[src/rtl/seq_restoring_divider.sv]
// Multi-cycle unsigned restoring divider: one trial subtraction per clock,
// start/busy/done handshake, results held until the next completed operation.
module seq_restoring_divider #(
    parameter int N = 4
) (
    input  logic         clk,
    input  logic         rst,
    input  logic         start,
    input  logic [N-1:0] dividend,
    input  logic [N-1:0] divisor,
    output logic         busy,
    output logic         done,
    output logic [N-1:0] quotient,
    output logic [N-1:0] remainder,
    output logic         div_by_zero_flag,
    output logic         zero_flag,
    output logic [1:0]   dbg_state
);

    // Handshake: start is accepted only in IDLE; busy is high for the N RUN
    // cycles; done is a one-cycle pulse, after which the next start may land.
    localparam int CW = (N > 2) ? $clog2(N) : 1;

    typedef enum logic [1:0] {
        IDLE = 2'd0,
        RUN  = 2'd1,
        DONE = 2'd2
    } state_t;

    state_t         state, state_nx;
    logic [CW-1:0]  cnt, cnt_nx;
    logic [N-1:0]   q_reg, q_nx;
    logic [N-1:0]   d_reg, d_nx;
    logic [N-1:0]   r_reg, r_nx;
    logic [N-1:0]   quo_nx, rem_nx;
    logic           dbz_nx, zero_nx;

    logic [N:0]     r_shift;
    logic [N:0]     trial;
    logic [N-1:0]   q_shift;
    logic [N-1:0]   r_iter;

    // The partial remainder stays below the divisor, so N bits hold it; only
    // the shifted value needs the extra bit before the trial subtraction.
    always_comb begin
        r_shift = {r_reg, q_reg[N-1]};
        trial   = r_shift - {1'b0, d_reg};
        q_shift = {q_reg[N-2:0], ~trial[N]};
        r_iter  = trial[N] ? r_shift[N-1:0] : trial[N-1:0];
    end

    always_comb begin
        state_nx = state;
        cnt_nx   = cnt;
        q_nx     = q_reg;
        d_nx     = d_reg;
        r_nx     = r_reg;
        quo_nx   = quotient;
        rem_nx   = remainder;
        dbz_nx   = div_by_zero_flag;
        zero_nx  = zero_flag;
        case (state)
            IDLE: begin
                if (start) begin
                    q_nx   = dividend;
                    d_nx   = divisor;
                    r_nx   = '0;
                    cnt_nx = '0;
                    if (divisor != '0) begin
                        state_nx = RUN;
                    end else begin
                        state_nx = DONE;
                        quo_nx   = '1;
                        rem_nx   = dividend;
                        dbz_nx   = 1'b1;
                        zero_nx  = 1'b0;
                    end
                end
            end
            RUN: begin
                q_nx   = q_shift;
                r_nx   = r_iter;
                cnt_nx = cnt + CW'(1);
                if (cnt == CW'(N - 1)) begin
                    state_nx = DONE;
                    quo_nx   = q_shift;
                    rem_nx   = r_iter;
                    dbz_nx   = 1'b0;
                    zero_nx  = (q_shift == '0);
                end
            end
            DONE: begin
                state_nx = IDLE;
            end
            default: begin
                state_nx = IDLE;
            end
        endcase
    end

    always_ff @(posedge clk) begin
        if (rst) begin
            state            <= IDLE;
            cnt              <= '0;
            q_reg            <= '0;
            d_reg            <= '0;
            r_reg            <= '0;
            quotient         <= '0;
            remainder        <= '0;
            div_by_zero_flag <= 1'b0;
            zero_flag        <= 1'b0;
        end else begin
            state            <= state_nx;
            cnt              <= cnt_nx;
            q_reg            <= q_nx;
            d_reg            <= d_nx;
            r_reg            <= r_nx;
            quotient         <= quo_nx;
            remainder        <= rem_nx;
            div_by_zero_flag <= dbz_nx;
            zero_flag        <= zero_nx;
        end
    end

    assign busy      = (state == RUN);
    assign done      = (state == DONE);
    assign dbg_state = state;

endmodule
[config.mk]
export PLATFORM = sky130hd
export DESIGN_NAME = seq_restoring_divider
export DESIGN_NICKNAME = d
export VERILOG_FILES = /design/src/rtl/seq_restoring_divider.sv
export SDC_FILE = /design/constraint.sdc
export NUM_CORES = 1
export LEC_CHECK = 0
export ABC_CLOCK_PERIOD_IN_PS = 4250
export BUFFER_PORTS_ARGS = -buffer_cell sky130_fd_sc_hd__clkbuf_2
export CAP_MARGIN = 40
export CORE_MARGIN = 2
export CORE_UTILIZATION = 57
export DETAILED_ROUTE_END_ITERATION = 8
export GPL_TIMING_DRIVEN = 0
export PLACE_DENSITY = 0.85
export SLEW_MARGIN = 20
export SYNTH_ARGS = -nofsm -noshare
export SYNTH_HDL_FRONTEND = slang
export SYNTH_SLANG_ARGS = --single-unit
[constraint.sdc]
create_clock -name clk -period 4.25 [get_ports clk]
set_clock_uncertainty 0.2 [all_clocks]
set_input_delay 0.85 -clock clk [delete_from_list [all_inputs] [get_ports clk]]
set_output_delay 0.85 -clock clk [all_outputs]
set_load 0.005 [all_outputs]
## Yosys cells after proc, flatten, opt, wreduce, memory -nomap -nowiden

Index checks and enable logic that the tools add are counted.
Widths: inputs -> output; s select.

| storage, ports and cells | value |
|---|---|
| logic and storage cells | 53 |
| register bits after elaboration | 26 |
| bits of input ports | 11 |
| output and inout bits | 14 |

| operators by class | value |
|---|---|
| bitwise operators | 1 |
| equal/unequal tests | 6 |
| reduce and logical (&&, ||, !) cells | 8 |
| add/subtract/negate cells | 2 |
| multiplexer cells | 27 |

Operator list:

| kind | count |
|---|---|
| $mux 4 | 9 |
| $pmux 4 s2 | 4 |
| $mux 2 | 4 |
| $pmux 2 s2 | 2 |
| $mux 1 | 6 |
| $reduce_and 2->1 | 3 |
| $sub 5x4->5 | 1 |
| $eq 2x2->1 const B | 2 |
| $logic_not 4->1 | 1 |
| $ne 2x2->1 const B | 2 |
| $pmux 1 s2 | 2 |
| $reduce_and 4->1 | 1 |
| $reduce_bool 4->1 | 1 |
| $add 2x1->2 const B | 1 |
| $eq 2x1->1 const B | 1 |
| $logic_not 2->1 | 1 |
| $ne 2x1->1 const B | 1 |
| $reduce_bool 2->1 | 1 |
| $not 1->1 | 1 |

## Longest topological paths before layout

Gate-level depths: netlist (run 1).

| logic depth | value |
|---|---|
| depth in word-level cells | 5 |
| gate-level depth with buffers | 9 |
| gate-level depth less buffers | 9 |

## Least setup slack after synthesis (run 1)

OpenSTA, ideal clock, no wires.

| timing path | value |
|---|---|
| path type | reg2reg |
| start | register q_reg[3] |
| end | register remainder[1] |
| period minus slack after synthesis | 2.442 ns |
| buffers on the path | 0 |
| cell stages (with the launch flop) | 10 |
| slack | 1.808 ns |
| required time | 3.962 ns |
| arrival | 2.153 ns |
| library setup time | 0.088 ns |
| path through | dfxtp_1 -> inv_1 -> ha_1 -> inv_1 -> fa_1 -> and3_4 -> or3_4 -> and2_4 -> mux2_4 -> a311oi_2 |

| between the ends | value |
|---|---|
| word-level cells in the longest chain between the ends | 4 |

RTL lines:

| element | RTL line | RTL |
|---|---|---|
| start, declared | 32 | `logic [N-1:0] q_reg, q_nx;` |
| start signal, assigned | 115 | `q_reg <= q_nx;` |
| $sub 5x4->5 | 47 | `trial = r_shift - {1'b0, d_reg};` |
| $mux 4 | 49 | `r_iter = trial[N] ? r_shift[N-1:0] : trial[N-1:0];` |
| $mux 4 | 84 | `if (cnt == CW'(N - 1)) begin` |
| $pmux 4 s2 | 62 | `case (state)` |
| end signal, assigned | 119 | `remainder <= rem_nx;` |
| end, declared | 14 | `output logic [N-1:0] remainder,` |

Every way passes these cells. The select of a mux whose other input is x is not followed.
A chain may end at the register's enable or synchronous reset.

## Final worst setup path (run 1)

| timing path | value |
|---|---|
| start | register state[0], in the netlist dbg_state[0] |
| end | output busy |

| between the ends | value |
|---|---|
| word-level cells in the longest chain between the ends | 1 |

RTL lines:

| element | RTL line | RTL |
|---|---|---|
| start, declared | 30 | `state_t state, state_nx;` |
| start signal, assigned | 113 | `state <= state_nx;` |
| $eq 2x1->1 | 125 | `assign busy = (state == RUN);` |
| end, declared | 11 | `output logic busy,` |

Every way passes these cells.

==> results.ini, run 1 <==
[run_status]
status = finished, final reports clean

[layout]
multiInputGateArea_sq_um = 654
nets = 195
final_area_sq_um = 1410
final_layout_size_suffix_gt1_frac = 0.205
n_antenna_cell = 0
n_fill_cell = 175
regArea_sq_um = 520
finalNonFillerCells = 203
fin_util = 0.705
area_growth_pct = 13.8

[critical_path]
end_kind = output port
reg2reg_depth = 9
cp-start-kind = flop
cp_data_arrival_time_ns = 1.85
r2r-end = remainder[1]
startpoint = dbg_state[0]
cp_max_fo = 10
cp.required_ns = 3.20
r2r_slack_ns = 1.61
critPathKind = flop to output port
r2r_start = q_reg[3]

[placed_design]
dp_cells = 200
place_hpwl_um = 2060
postPlaceCellArea_sq_um = 1390
pre_cts_slack_ns = 1.50
io_buffers = 23
place_congestion = 0.828

[sta]
fmax_mhz = 344
fin_hold_ws_ns = 0.284
period_minus_slack_ns = 2.91
finalSetupTns_ns = 0
relSlewSlack = 0.652
rsz0062_at_grt = no
timing.final.ws_setup_ns = 1.35
tightest_slew_ns = 0.522
setup_viol = 0
hold_viol = 0
drv_slew = 0
post-route-period-util = 0.684

[die]
die_area_sq_um = 2560
die_x_um = 50.6
die_y_um = 50.6
initial_core_util = 0.619
core_area_sq_um = 2000
num_rows = 16
io_pins = 25

[clock_tree]
path_clk_slew_ns = 0.13
cts_inserted_buffers = 3
cts_max_level = 1
cts.path.max_buffers = 2
cts_tree = done
clock-sinks = 26
cts_setup_buffers = 0
cts_resized = 0
clk_latency_ns = 0.31
cts_hold_buf = 0
root_buffer = clkbuf_4

[synth]
yosysTopAreaCellShare = 0.420
synth.largest_area_cell = dfxtp_1
synth_nets = 167
synth-edff-count = 0
synth_cell_type_count = 38
synth.most_common_cell = nor2_1
ys.warnings.count = 0
synth_common_cells = nor2_1, dfxtp_1, nand2_1
ys_seq_area_frac = 0.420
ys_top_cells_by_area = dfxtp_1, nor2_1, a21oi_1
async_flop_share = 0
avgSynthCellArea_sq_um = 8.27
synthesis.area_sq_um = 1240
synthFlopType = dfxtp_1
synthCells = 150
ys_ff_latch = 26

[global_route]
grt_max_degree = 14
grt-ovfl-total = 0
grt_pass1_vias = 1046
grt_use_total = 0.219
grt_pass1_wl_um = 4350
antenna_found_initial = 0

[pwr]
vdd_drop_max_mv = 0.182
p_leak_nw = 0.601
powerDensity_nw_per_um2 = 335
p_sw_frac = 0.287
p_int_uw = 337
p_seq_frac = 0.562
power.switching_uw = 136
p_comb_frac = 0.229
p_clk_frac = 0.208
p_total_uw = 473

[min_path]
hold_depth = 1
worstHoldStart = cnt[0]
hp-class = flop to flop
min_to = cnt[0]

[detailed_routing]
drt_wl_total_um = 2630
drtIter0Drc = 28
wl_per_cell_um = 13.0
drc = 0
final_antenna_net_count = 0
first_pass_iters = 4
via_count = 1114
vias_per_cell = 5.49

[run]
drv_cap = 0

-- cell families after synthesis --
kind of cell	Yosys count	synth area share
flops	26	0.420
simple gates	66	0.256
buf+inv	16	0.0525
mux	2	0.0202
fa+ha+maj	6	0.0666
compound gates	33	0.178
xor+xnor	1	0.00706
-- area by class of cell --
| type | instances | share of cell area |
|---|---|---|
| tap | 27 | 0.0239 |
| multi-input combinational | 108 | 0.464 |
| sequential | 26 | 0.369 |
| buffer | 8 | 0.0248 |
| timing repair buffer | 23 | 0.0816 |
| clock buffer | 3 | 0.0160 |
| inverter | 8 | 0.0213 |
-- placed cells by master, fill, tap and decap left out, types with 2 or more instances in the layout --
cell type	n
nand2b_1	2
a31oi_1	3
nor3_1	4
or2_2	2
nor2b_1	2
ha_1	5
nor2_1	28
dfxtp_1	26
a211oi_1	4
nor4_1	2
inv_1	8
a311oi_1	4
clkbuf_2	23
nand3_1	3
a22oi_1	2
clkbuf_4	3
clkbuf_1	5
nand2_1	15
a21oi_1	14
-- power groups by stage --
stage	Sequential, mW	Combinational, mW	Clock (mW)
floorplan	0.270	0.0799	0
global placement	0.271	0.103	0
detailed placement	0.272	0.107	0
CTS	0.266	0.108	0.100
global route	0.268	0.120	0.109
finish	0.266	0.108	0.0985
-- metal layers --
layer  routed length (um)  track usage  vias to the layer above  share of wire
met5                    0            0                        -              0
met4                    7       0.0541                        0         0.0027
met3                  108       0.0268                        2          0.041
met2                 1280        0.401                       32           0.49
met1                 1240        0.271                      511           0.47
li1                     -            -                      569              -
-- critical path: stages (launching register included) --
cell      delay [ns]
dfxtp_1         0.34
clkbuf_1        0.28
nand2b_1        0.09
clkbuf_1        0.22
inv_1           0.21
buf_2           0.25
clkbuf_2        0.15
-- worst max-delay path by stage --
stage                   end  depth (start not counted)
3_3_place_gp      zero_flag                          7
2_1_floorplan  remainder[1]                          9
4_1_cts                busy                          6
3_5_place_dp      zero_flag                          7
6_report               busy                          6
5_1_grt                busy                          6
(Power assumes the default switching activity.)
==> run 2: changes to the inputs <==
Settings changed: ABC_CLOCK_PERIOD_IN_PS 4250 to 3000, CORE_UTILIZATION 57 to 53, PLACE_DENSITY 0.85 to 0.8.
Clock period 4.25 ns to 3 ns, I/O delays scaled along.
==> run 2 against run 1 <==
Critical endpoint is now remainder[1]. Global-route usage rose by 0.50 points. Critical path depth grew 3. Routed wire length up 2.2%. Largest cell class unchanged.
==> results.ini, run 2 (synthesis results as in run 1) <==
[detailed_routing]
drt_wl_total_um = 2690
vias_per_cell = 5.54
final_antenna_net_count = 0
drtIter0Drc = 21
first_pass_iters = 4
drc = 0
via_count = 1135
wl_per_cell_um = 13.1

[clock_tree]
clk_latency_ns = 0.32
cts_hold_buf = 0
clock-sinks = 26
root_buffer = clkbuf_4
cts_resized = 0
cts_inserted_buffers = 3
cts_setup_buffers = 0
cts_tree = done
cts.path.max_buffers = 2
cts_max_level = 1
path_clk_slew_ns = 0.15

[pwr]
vdd_drop_max_mv = 0.354
p_leak_nw = 0.615
p_total_uw = 770
powerDensity_nw_per_um2 = 534

[sta]
timing.final.ws_setup_ns = 0.320
period_minus_slack_ns = 2.68
hold_viol = 0
rsz0062_at_grt = no
fmax_mhz = 373
setup_viol = 0
tightest_slew_ns = 0.646
drv_slew = 0
post-route-period-util = 0.893
finalSetupTns_ns = 0
relSlewSlack = 0.569

[critical_path]
cp_max_fo = 4
cp_data_arrival_time_ns = 2.73
cp-start-kind = flop
critPathKind = flop to flop
cp.required_ns = 3.05
end_kind = flop
reg2reg_depth = 9

[layout]
final_cell_mix = nor2_1, dfxtp_1, clkbuf_2, nand2_1, a21oi_1
nets = 195
final_layout_size_suffix_gt1_frac = 0.209
final_common_cell = nor2_1
area_growth_pct = 16.3
finalNonFillerCells = 205
n_antenna_cell = 0
final_area_sq_um = 1440

[global_route]
antenna_found_initial = 0
grt_pass1_vias = 1093
grt-ovfl-total = 0
grt_pass1_wl_um = 4660
grt_use_total = 0.224
grt_max_degree = 16

[placed_design]
io_buffers = 23
place_hpwl_um = 2080
place_congestion = 0.861
dp_cells = 201
pre_cts_slack_ns = 0.365
postPlaceCellArea_sq_um = 1390

[die]
die_y_um = 52.4
die_x_um = 52.4
die_area_sq_um = 2740
num_rows = 17
initial_core_util = 0.561
core_area_sq_um = 2210
io_pins = 25

[run]
drv_cap = 0

[run_status]
status = finished, final reports clean

[min_path]
hold_depth = 2
hp-class = flop to flop

-- run 2: changes by cell type in the layout (fill, tap and decap cells not counted) --
cell,delta
bufinv_16,+1
-- run 2: worst max-delay path, stage by stage (launching register included) --
cell	delay [ns]
dfxtp_1	0.36
inv_1	0.06
ha_1	0.15
inv_1	0.05
fa_1	0.41
and3_4	0.17
o21ai_0	0.37
and2_4	0.26
mux2_4	0.33
a311oi_2	0.25
-- run 2: report_power, final --
group	switching [mW]	internal, mW
registers	0.0136	0.364
clock network	0.105	0.135
logic	0.0863	0.0667
total	0.204	0.566
-- run 2: area by class of cell --
type,instances,area [sq um]
buffer,8,35.0
clock buffer,3,22.5
clock inverter,1,30.0
multi-input combinational,108,654
timing repair buffer,23,115
inverter,8,30.0
fill,201,769
sequential,26,520
tap,28,35.0
-- run 2: path summary, 6_finish.rpt --
kind / startpoint / endpoint / slack, ns
worst max-delay path: q_reg[3] / remainder[1] / 0.32
worst min-delay path: r_reg[3] / r_reg[3] / 0.29
worst max register to register: q_reg[3] / remainder[1] / 0.32
worst min register to register: r_reg[3] / r_reg[3] / 0.29
-- run 2: routing by layer --
| metal | GRT usage | vias to the layer above | share of wire |
|---|---|---|---|
| li1 | - | 575 | - |
| met2 | 0.404 | 29 | 0.50 |
| met4 | 0.0641 | 0 | 0.012 |
| met5 | 0 | - | 0 |
| met1 | 0.276 | 527 | 0.44 |
| met3 | 0.0286 | 4 | 0.052 |
-- run 2: stage by stage --
stage	util	hold slack [ns]
after floorplan	-	0.244
after global placement	0.628	0.256
after detailed placement	0.628	0.269
after CTS	0.652	0.289
after global routing	0.652	0.313
final	0.652	0.290
==> run 3: changes to the inputs <==
Settings changed: RECOVER_POWER set to 50.
==> run 3 against run 2 <==
Critical path depth unchanged. Sequential power about the same. Global-route usage unchanged. Critical path type unchanged. Largest cell class unchanged. Highest routed layer unchanged.
==> results.ini, run 3 (synthesis results as in run 1) <==
[sta]
setup_viol = 0
post-route-period-util = 0.890
rsz0062_at_grt = no
finalSetupTns_ns = 0
drv_slew = 0
period_minus_slack_ns = 2.67
tightest_slew_ns = 0.729
hold_viol = 0
relSlewSlack = 0.513
fin_hold_ws_ns = 0.287
fmax_mhz = 374

[pwr]
p_total_uw = 769
powerDensity_nw_per_um2 = 538
vdd_drop_max_mv = 0.355
p_leak_nw = 0.592

[detailed_routing]
drc = 0
drtIter0Drc = 19
via_count = 1130
vias_per_cell = 5.51
final_antenna_net_count = 0
wl_per_cell_um = 13.0
first_pass_iters = 4
drt_wl_total_um = 2670

[die]
core_area_sq_um = 2210
io_pins = 25
die_y_um = 52.4
die_area_sq_um = 2740
die_x_um = 52.4
initial_core_util = 0.561
num_rows = 17

[critical_path]
critPathKind = flop to flop
end_kind = flop
cp_max_fo = 4
r2r_start = q_reg[3]
cp-start-kind = flop
cp_data_arrival_time_ns = 2.72
cp.required_ns = 3.05
r2r_slack_ns = 0.33
r2r-end = remainder[1]
reg2reg_depth = 9

[layout]
final_layout_size_suffix_gt1_frac = 0.169
final_area_sq_um = 1430
final_common_cell = nor2_1
n_fill_cell = 205
nets = 195
multiInputGateArea_sq_um = 649
regArea_sq_um = 520
area_growth_pct = 15.3
final_cell_mix = nor2_1, dfxtp_1, clkbuf_2, nand2_1, a21oi_1
finalNonFillerCells = 205
n_antenna_cell = 0

[clock_tree]
cts_tree = done
cts_resized = 0
cts.path.max_buffers = 2
path_clk_slew_ns = 0.15
cts_setup_buffers = 0
cts_inserted_buffers = 3
cts_hold_buf = 0
clk_latency_ns = 0.32
clock-sinks = 26
cts_max_level = 1
root_buffer = clkbuf_4

[min_path]
hold_depth = 1
worstHoldStart = cnt[0]
min_to = cnt[0]
hp-class = flop to flop

[placed_design]
postPlaceCellArea_sq_um = 1390
place_hpwl_um = 2080
place_congestion = 0.861
dp_cells = 201
io_buffers = 23

[global_route]
grt_pass1_vias = 1093
grt_max_degree = 16
grt-ovfl-total = 0
grt_pass1_wl_um = 4660
grt_use_total = 0.224
antenna_found_initial = 0

[run]
drv_cap = 0

[run_status]
status = finished, final reports clean

-- run 3: changes by cell type in the layout (fill, tap and decap cells not counted), sizes merged --
cell / before / now
buf: 3 / 2
clkbuf: 31 / 32
-- run 3: how the worst max path moves through the flow --
stage / start / end / depth (start not counted)
2_1_floorplan: q_reg[3] / remainder[1] / 9
3_3_place_gp: divisor[0] / zero_flag / 7
3_5_place_dp: q_reg[3] / remainder[1] / 9
4_1_cts: q_reg[3] / remainder[1] / 9
5_1_grt: q_reg[3] / remainder[0] / 9
6_report: q_reg[3] / remainder[1] / 9
-- run 3: worst max-delay path, stage by stage, from the launching register on --
cell      delay (ns)
dfxtp_1         0.36
inv_1           0.06
ha_1            0.15
inv_1           0.05
fa_1            0.41
and3_4          0.17
o21ai_0         0.36
and2_4          0.26
mux2_4          0.32
a311oi_2        0.25
-- run 3: area by class of cell --
cell class | count | area share
buffer | 8 | 0.0245
clock buffer | 3 | 0.0157
clock inverter | 1 | 0.0210
inverter | 8 | 0.0210
multi-input combinational | 108 | 0.454
sequential | 26 | 0.364
tap | 28 | 0.0245
timing repair buffer | 23 | 0.0752
-- run 3: power by group --
| group | internal [mW] | switching [mW] | leakage (nW) |
|---|---|---|---|
| combinational | 0.0659 | 0.0857 | 0.352 |
| clock | 0.135 | 0.105 | 0.0279 |
| sequential | 0.364 | 0.0135 | 0.212 |
-- run 3: routing by layer --
| layer | GRT usage | share of wire | vias up |
|---|---|---|---|
| met4 | 0.0641 | 0.015 | 0 |
| met5 | 0 | 0 | - |
| met2 | 0.404 | 0.49 | 28 |
| li1 | - | - | 571 |
| met3 | 0.0286 | 0.042 | 6 |
| met1 | 0.276 | 0.45 | 525 |
-- run 3: metrics by stage --
stage / setup WS [ns] / util
detailed placement: 0.365 / 0.628
global placement: 0.417 / 0.628
finish: 0.329 / 0.646
floorplan: 0.558 / -
global route: 0.167 / 0.646
CTS: 0.324 / 0.652
